$ cat config.mk
export PLATFORM = sky130hd
export DESIGN_NAME = avalon_st_frame_controller
export DESIGN_NICKNAME = d
export VERILOG_FILES = /design/src/rtl/avalon_st_frame_controller_pkg.sv /design/src/rtl/avalon_st_frame_controller_xy_counter.sv /design/src/rtl/avalon_st_frame_controller.sv
export SDC_FILE = /design/constraint.sdc
export NUM_CORES = 1
export LEC_CHECK = 0
export ABC_AREA = 1
export BUFFER_PORTS_ARGS = -buffer_cell sky130_fd_sc_hd__buf_4
export CORE_ASPECT_RATIO = 0.75
export CORE_MARGIN = 10
export CORE_UTILIZATION = 50
export CTS_CLUSTER_DIAMETER = 120
export DETAILED_ROUTE_END_ITERATION = 8
export GPL_TIMING_DRIVEN = 0
export PLACE_DENSITY_LB_ADDON = 0.08
export SYNTH_ARGS = -nofsm -noshare
export SYNTH_HDL_FRONTEND = slang
export SYNTH_HIERARCHICAL = 1
export SYNTH_SLANG_ARGS = --single-unit
$ cat constraint.sdc
create_clock -name clk -period 3.9 [get_ports clk]
set_input_delay 0.195 -clock clk [delete_from_list [all_inputs] [get_ports clk]]
set_output_delay 0.195 -clock clk [all_outputs]
set_load 0.005 [all_outputs]
$ cat src/rtl/avalon_st_frame_controller_pkg.sv
// Shared types and constants for the Avalon-ST frame controller.
// Frame geometry defaults, FSM encoding and RGB565 field layout.
package avalon_st_frame_controller_pkg;

  typedef enum logic [1:0] {
    ST_IDLE   = 2'd0,
    ST_SYNC   = 2'd1,
    ST_ACTIVE = 2'd2,
    ST_FLUSH  = 2'd3
  } state_t;

  localparam int DEF_WIDTH  = 640;
  localparam int DEF_HEIGHT = 480;
  localparam int DEF_XW     = 10;
  localparam int DEF_YW     = 9;

  localparam int RGB565_R_MSB = 15;
  localparam int RGB565_R_LSB = 11;
  localparam int RGB565_G_MSB = 10;
  localparam int RGB565_G_LSB = 5;
  localparam int RGB565_B_MSB = 4;
  localparam int RGB565_B_LSB = 0;

  function automatic logic [15:0] rgb565_pack(
    input logic [4:0] r,
    input logic [5:0] g,
    input logic [4:0] b
  );
    logic [15:0] p;
    p = '0;
    p[RGB565_R_MSB:RGB565_R_LSB] = r;
    p[RGB565_G_MSB:RGB565_G_LSB] = g;
    p[RGB565_B_MSB:RGB565_B_LSB] = b;
    return p;
  endfunction

endpackage

$ cat src/rtl/avalon_st_frame_controller_xy_counter.sv
// Raster position counter for the frame controller.
// Walks x then y; load00 places the counter just past pixel (0,0).
module frame_xy_counter
  import avalon_st_frame_controller_pkg::*;
#(
  parameter int WIDTH  = DEF_WIDTH,
  parameter int HEIGHT = DEF_HEIGHT,
  parameter int XW     = DEF_XW,
  parameter int YW     = DEF_YW
) (
  input  logic          clk,
  input  logic          reset_n,
  input  logic          inc,
  input  logic          clr,
  input  logic          load00,
  output logic [XW-1:0] x,
  output logic [YW-1:0] y,
  output logic          last
);

  localparam logic [XW-1:0] X_MAX = XW'(WIDTH - 1);
  localparam logic [YW-1:0] Y_MAX = YW'(HEIGHT - 1);

  // Position register: clear, restart after (0,0), or advance one pixel
  always_ff @(posedge clk or negedge reset_n) begin
    if (!reset_n) begin
      x <= '0;
      y <= '0;
    end else if (clr) begin
      x <= '0;
      y <= '0;
    end else if (load00) begin
      if (WIDTH == 1) begin
        x <= '0;
        y <= (HEIGHT > 1) ? YW'(1) : '0;
      end else begin
        x <= XW'(1);
        y <= '0;
      end
    end else if (inc) begin
      if (x == X_MAX) begin
        x <= '0;
        y <= (y == Y_MAX) ? '0 : y + YW'(1);
      end else begin
        x <= x + XW'(1);
      end
    end
  end

  assign last = (x == X_MAX) && (y == Y_MAX);

endmodule

$ cat src/rtl/avalon_st_frame_controller.sv
// Avalon-ST frame sequencer: sop lock, x/y tracking, length check.
// Reports done/short/long pulses and a good-frame count.
module avalon_st_frame_controller
  import avalon_st_frame_controller_pkg::*;
#(
  parameter int WIDTH  = DEF_WIDTH,
  parameter int HEIGHT = DEF_HEIGHT,
  parameter int XW     = DEF_XW,
  parameter int YW     = DEF_YW
) (
  input  logic          clk,
  input  logic          reset_n,
  input  logic          ctrl_enable,
  input  logic          ctrl_contin,
  input  logic          ctrl_abort,
  input  logic          st_valid,
  input  logic          st_sop,
  input  logic          st_eop,
  input  logic          ds_ready,
  output logic          st_ready,
  output logic          px_fire,
  output logic [XW-1:0] px_x,
  output logic [YW-1:0] px_y,
  output logic          px_last,
  output logic          busy,
  output logic          frame_done,
  output logic          err_short,
  output logic          err_long,
  output logic [15:0]   frame_count
);

  localparam bit ONE_PIX = (WIDTH * HEIGHT == 1);

  state_t state;
  state_t state_nx;

  logic beat;
  logic at_origin;
  logic inc;
  logic clr;
  logic load00;
  logic exit_frame;
  logic done_d;
  logic short_d;
  logic long_d;

  frame_xy_counter #(
    .WIDTH  (WIDTH),
    .HEIGHT (HEIGHT),
    .XW     (XW),
    .YW     (YW)
  ) u_xy (
    .clk     (clk),
    .reset_n (reset_n),
    .inc     (inc),
    .clr     (clr),
    .load00  (load00),
    .x       (px_x),
    .y       (px_y),
    .last    (px_last)
  );

  assign st_ready  = (state == ST_SYNC)
                   | (state == ST_FLUSH)
                   | ((state == ST_ACTIVE) & ds_ready);
  assign beat      = st_valid & st_ready;
  assign at_origin = (px_x == '0) && (px_y == '0);
  assign busy      = (state != ST_IDLE);

  // State register
  always_ff @(posedge clk or negedge reset_n) begin
    if (!reset_n) begin
      state <= ST_IDLE;
    end else begin
      state <= state_nx;
    end
  end

  // Next state, counter controls and frame verdicts
  always_comb begin
    state_nx   = state;
    px_fire    = 1'b0;
    inc        = 1'b0;
    clr        = 1'b0;
    load00     = 1'b0;
    exit_frame = 1'b0;
    done_d     = 1'b0;
    short_d    = 1'b0;
    long_d     = 1'b0;
    unique case (state)
      ST_IDLE: begin
        if (ctrl_enable) state_nx = ST_SYNC;
      end
      ST_SYNC: begin
        if (beat && st_sop) begin
          px_fire = 1'b1;
          if (st_eop) begin
            done_d     = ONE_PIX;
            short_d    = !ONE_PIX;
            exit_frame = 1'b1;
          end else if (ONE_PIX) begin
            long_d   = 1'b1;
            clr      = 1'b1;
            state_nx = ST_FLUSH;
          end else begin
            load00   = 1'b1;
            state_nx = ST_ACTIVE;
          end
        end
      end
      ST_ACTIVE: begin
        if (beat) begin
          px_fire = 1'b1;
          if (st_sop && !at_origin) begin
            short_d = 1'b1;
            load00  = 1'b1;
          end else if (st_eop) begin
            done_d     = px_last;
            short_d    = !px_last;
            exit_frame = 1'b1;
          end else if (px_last) begin
            long_d   = 1'b1;
            clr      = 1'b1;
            state_nx = ST_FLUSH;
          end else begin
            inc = 1'b1;
          end
        end
      end
      ST_FLUSH: begin
        if (beat && st_eop) exit_frame = 1'b1;
      end
      default: state_nx = ST_IDLE;
    endcase
    if (exit_frame) begin
      clr      = 1'b1;
      state_nx = (ctrl_enable && ctrl_contin) ? ST_SYNC : ST_IDLE;
    end
    if (ctrl_abort) begin
      state_nx = ST_IDLE;
      clr      = 1'b1;
      inc      = 1'b0;
      load00   = 1'b0;
      done_d   = 1'b0;
      short_d  = 1'b0;
      long_d   = 1'b0;
    end
  end

  // Registered status pulses and good-frame counter
  always_ff @(posedge clk or negedge reset_n) begin
    if (!reset_n) begin
      frame_done  <= 1'b0;
      err_short   <= 1'b0;
      err_long    <= 1'b0;
      frame_count <= '0;
    end else begin
      frame_done <= done_d;
      err_short  <= short_d;
      err_long   <= long_d;
      if (done_d) frame_count <= frame_count + 16'd1;
    end
  end

endmodule
==> results.py <==
metrics = {
    "synth": {
        "synth-seq-cells": 40,
        "synth_warnings": 6,
        "seq_area_frac_synth": 0.390,
        "yosysMostFrequentCell": "nand2_1",
        "synth_edf_count": 0,
        "async_flop_share": 1.00,
        "ys.flop_type": "dfrtp_1",
        "synth_common_cells": "nand2_1, inv_1, dfrtp_1",
        "synth_top_cell_by_area": "dfrtp_1",
        "synth_top_area_frac": 0.390,
        "synthDistinctLibCells": 33,
        "synthTopCellsByArea": "dfrtp_1, nand2_1, inv_1",
        "synth_cells": 338,
        "syn-num-nets": 356,
        "avgSynthCellArea_um2": 7.60,
        "synth_area_mm2": 0.00257,
    },
    "clock_network": {
        "cts_hold_buf": 1,
        "numCtsBuffers": 5,
        "cts.repair.resized": 0,
        "insertion_delay_ps": 300,
        "post-cts-setup-buffers": 0,
        "cts_root_buf": "clkbuf_8",
        "cts_buffer_depth": 2,
        "path_clk_slew_ps": 90,
        "htreeDepth": 2,
        "tritoncts": "yes",
        "clock-sinks": 40,
    },
    "placement": {
        "hpwl_mm": 4.84,
        "dp.cells": 448,
        "place_ws_ps": 804,
        "gp_congestion": 0.893,
        "port-buffer-count": 50,
    },
    "global_route": {
        "met2_usage": 0.218,
        "grt-busiest-layer": "met2",
        "grtUsageMet1": 0.214,
        "grt_max_degree": 41,
        "use_met3": 0.0478,
        "antenna_found_initial": 0,
        "grt_overflow_total": 0,
        "grt_pass1_wl_mm": 10.3,
        "grt_pass1_vias": 2129,
        "track_usage": 0.151,
    },
    "final_layout": {
        "utilization": 0.638,
        "num_antenna_cells": 0,
        "layout-area-overhead-vs-synth_pct": 22.5,
        "drive_above_1_share": 0.222,
        "final_cells": 457,
        "finalNetCount": 414,
    },
    "floorplanning": {
        "die_w_um": 103,
        "die-area_mm2": 0.00843,
        "start_util": 0.521,
        "die_h_um": 82.1,
        "num_rows": 22,
        "placeableCoreArea_mm2": 0.00493,
        "ios": 51,
    },
    "sta": {
        "fin_crit_ps": 3200,
        "fin_ws_ps": 702,
        "relSlewSlack": 0.651,
        "clock.fmax_mhz": 313,
        "slew_violations": 0,
        "rsz0062_at_grt": "false",
        "hold_violations": 0,
        "fin_worst_skew_ps": 15.4,
        "setup_tns_ps": 0,
        "tightest_slew_ps": 519,
        "setup-violations-final": 0,
        "finalCritPeriodShare": 0.820,
    },
    "worst_setup_path": {
        "crit_slowest_cell": "dfrtp_1",
        "worstSetupStartpointType": "register",
        "r2r-end": "u_xy/x[6]",
        "cp_max_fo": 10,
        "r2r_slack_ps": 700,
        "reg2reg_depth": 16,
        "startpoint": "u_xy/y[0]",
        "reg2reg_from": "u_xy/y[0]",
        "max_stage_delay_ps": 470,
        "critPathRequiredTime_ps": 4150,
        "end_kind": "register",
        "cp_common_cell": "nand2_1",
        "crit_end": "u_xy/x[6]",
        "worstPathCellList": "ha_1 > nand3_1 > nor2_1 > nand2_1 > nor3_1 > inv_1 > nor3_1 > nand3_1 > nand2_1 > nor2_4 > nand2_4 > buf_6 > nand2_1 > o21bai_1 > o211ai_1 > inv_1",
        "critical_path_arrival_ps": 3450,
        "path_class": "register to register",
    },
    "pwr": {
        "comb_power_share": 0.257,
        "irDropWorstVdd_uv": 220,
        "switchingPower_mw": 0.353,
        "power.leakage_nw": 1.69,
        "seq_power_share": 0.425,
        "sw_frac_of_total": 0.322,
        "clkPwrFrac": 0.318,
        "internal-power_mw": 0.743,
        "power_density_mw_per_mm2": 348,
    },
    "routing": {
        "antenna_left": 0,
        "drt_first_iter_violations": 149,
        "vias_per_cell": 5.13,
        "wl_mm": 6.15,
        "drtPass1Iterations": 4,
        "vias": 2343,
        "drcViolationCount": 0,
        "drt-wirelength-per-cell_um": 13.4,
    },
    "worst_hold_path": {
        "hold_class": "primary input to register",
    },
    "run": {
        "maxCapViolCount": 0,
    },
    "status": {
        "status": "finished clean",
    },
}
worst max-delay path, delay by kind of cell (launching register included):
| kind | cells | cell delay (ps) |
|---|---|---|
| compound gates | 2 | 290 |
| fa+ha+maj | 1 | 240 |
| buf+inv | 3 | 380 |
| flops | 1 | 470 |
| simple gates | 10 | 1770 |
per-layer routing:
layer  vias to the layer above  routed length (µm)
met3                         7                 501
met5                         -                   0
li1                       1196                   -
met1                      1078                3040
met2                        62                2540
met4                         0                  62
sequential cells by signal (all words and copies together), names as in the netlist:
name and cells:
err_short 1, state 2, u_xy/y 9, err_long 1, u_xy/x 10, frame_done 1
frame_count 16
worst min-delay path by stage:
stage | to | start | cells after the start
after floorplan | err_long | reset_n | 0
after global placement | u_xy/x[2] | reset_n | 1
after detailed placement | u_xy/x[2] | reset_n | 1
after CTS | err_long | ctrl_abort | 2
after global routing | err_long | ctrl_abort | 2
final | err_long | ctrl_abort | 2
kinds of logic (layout without fill, tap and decap cells):
group,after synthesis,count (layout),share of synthesized area
and+or+nand+nor,195,195,0.360
DFF,40,40,0.390
AOI/OAI and AO/OA,26,26,0.0629
xor gates and xnor gates,18,18,0.0614
buffers and inverters,50,109,0.0824
adders and majority gates,9,9,0.0439
per-stage QoR:
| stage | total power [mW] | hold WS, ps | instance area, µm² |
|---|---|---|---|
| after global placement | 0.755 | 204 | 3020 |
| after floorplan | 0.655 | -101 | 2570 |
| after detailed placement | 0.757 | 202 | 3020 |
| after CTS | 1.11 | 107 | 3140 |
| final | 1.10 | 121 | 3140 |
| after global routing | 1.17 | 114 | 3140 |
cell type report:
| type | instances | area [µm²] |
|---|---|---|
| well taps | 60 | 75.1 |
| clock buffers | 5 | 68.8 |
| multi-input cells | 248 | 1360 |
| plain buffers | 3 | 33.8 |
| clock inverters | 3 | 47.5 |
| fillers | 478 | 1780 |
| repair buffers | 51 | 385 |
| inverters | 47 | 178 |
| flip-flops and latches | 40 | 1000 |
power by group through the flow:
stage	Sequential [mW]	Clock, mW	Combinational, mW
2_1_floorplan	0.468	0	0.187
3_3_place_gp	0.473	0	0.282
3_5_place_dp	0.474	0	0.283
4_1_cts	0.466	0.357	0.285
5_1_grt	0.471	0.377	0.326
6_report	0.466	0.348	0.282
placed cells by master (no fill, tap or decap), types with 5 or more instances in the layout:
| master | count |
|---|---|
| nand2_2 | 6 |
| clkbuf_8 | 5 |
| inv_1 | 45 |
| nor2_1 | 36 |
| buf_4 | 50 |
| ha_1 | 9 |
| a21oi_1 | 7 |
| dfrtp_1 | 40 |
| xnor2_1 | 5 |
| nand3_1 | 25 |
| nor3_1 | 11 |
| nand4_1 | 11 |
| xor2_1 | 13 |
| nand2_1 | 89 |
| o21ai_0 | 6 |
No activity file was read; power rests on OpenSTA's default activity.
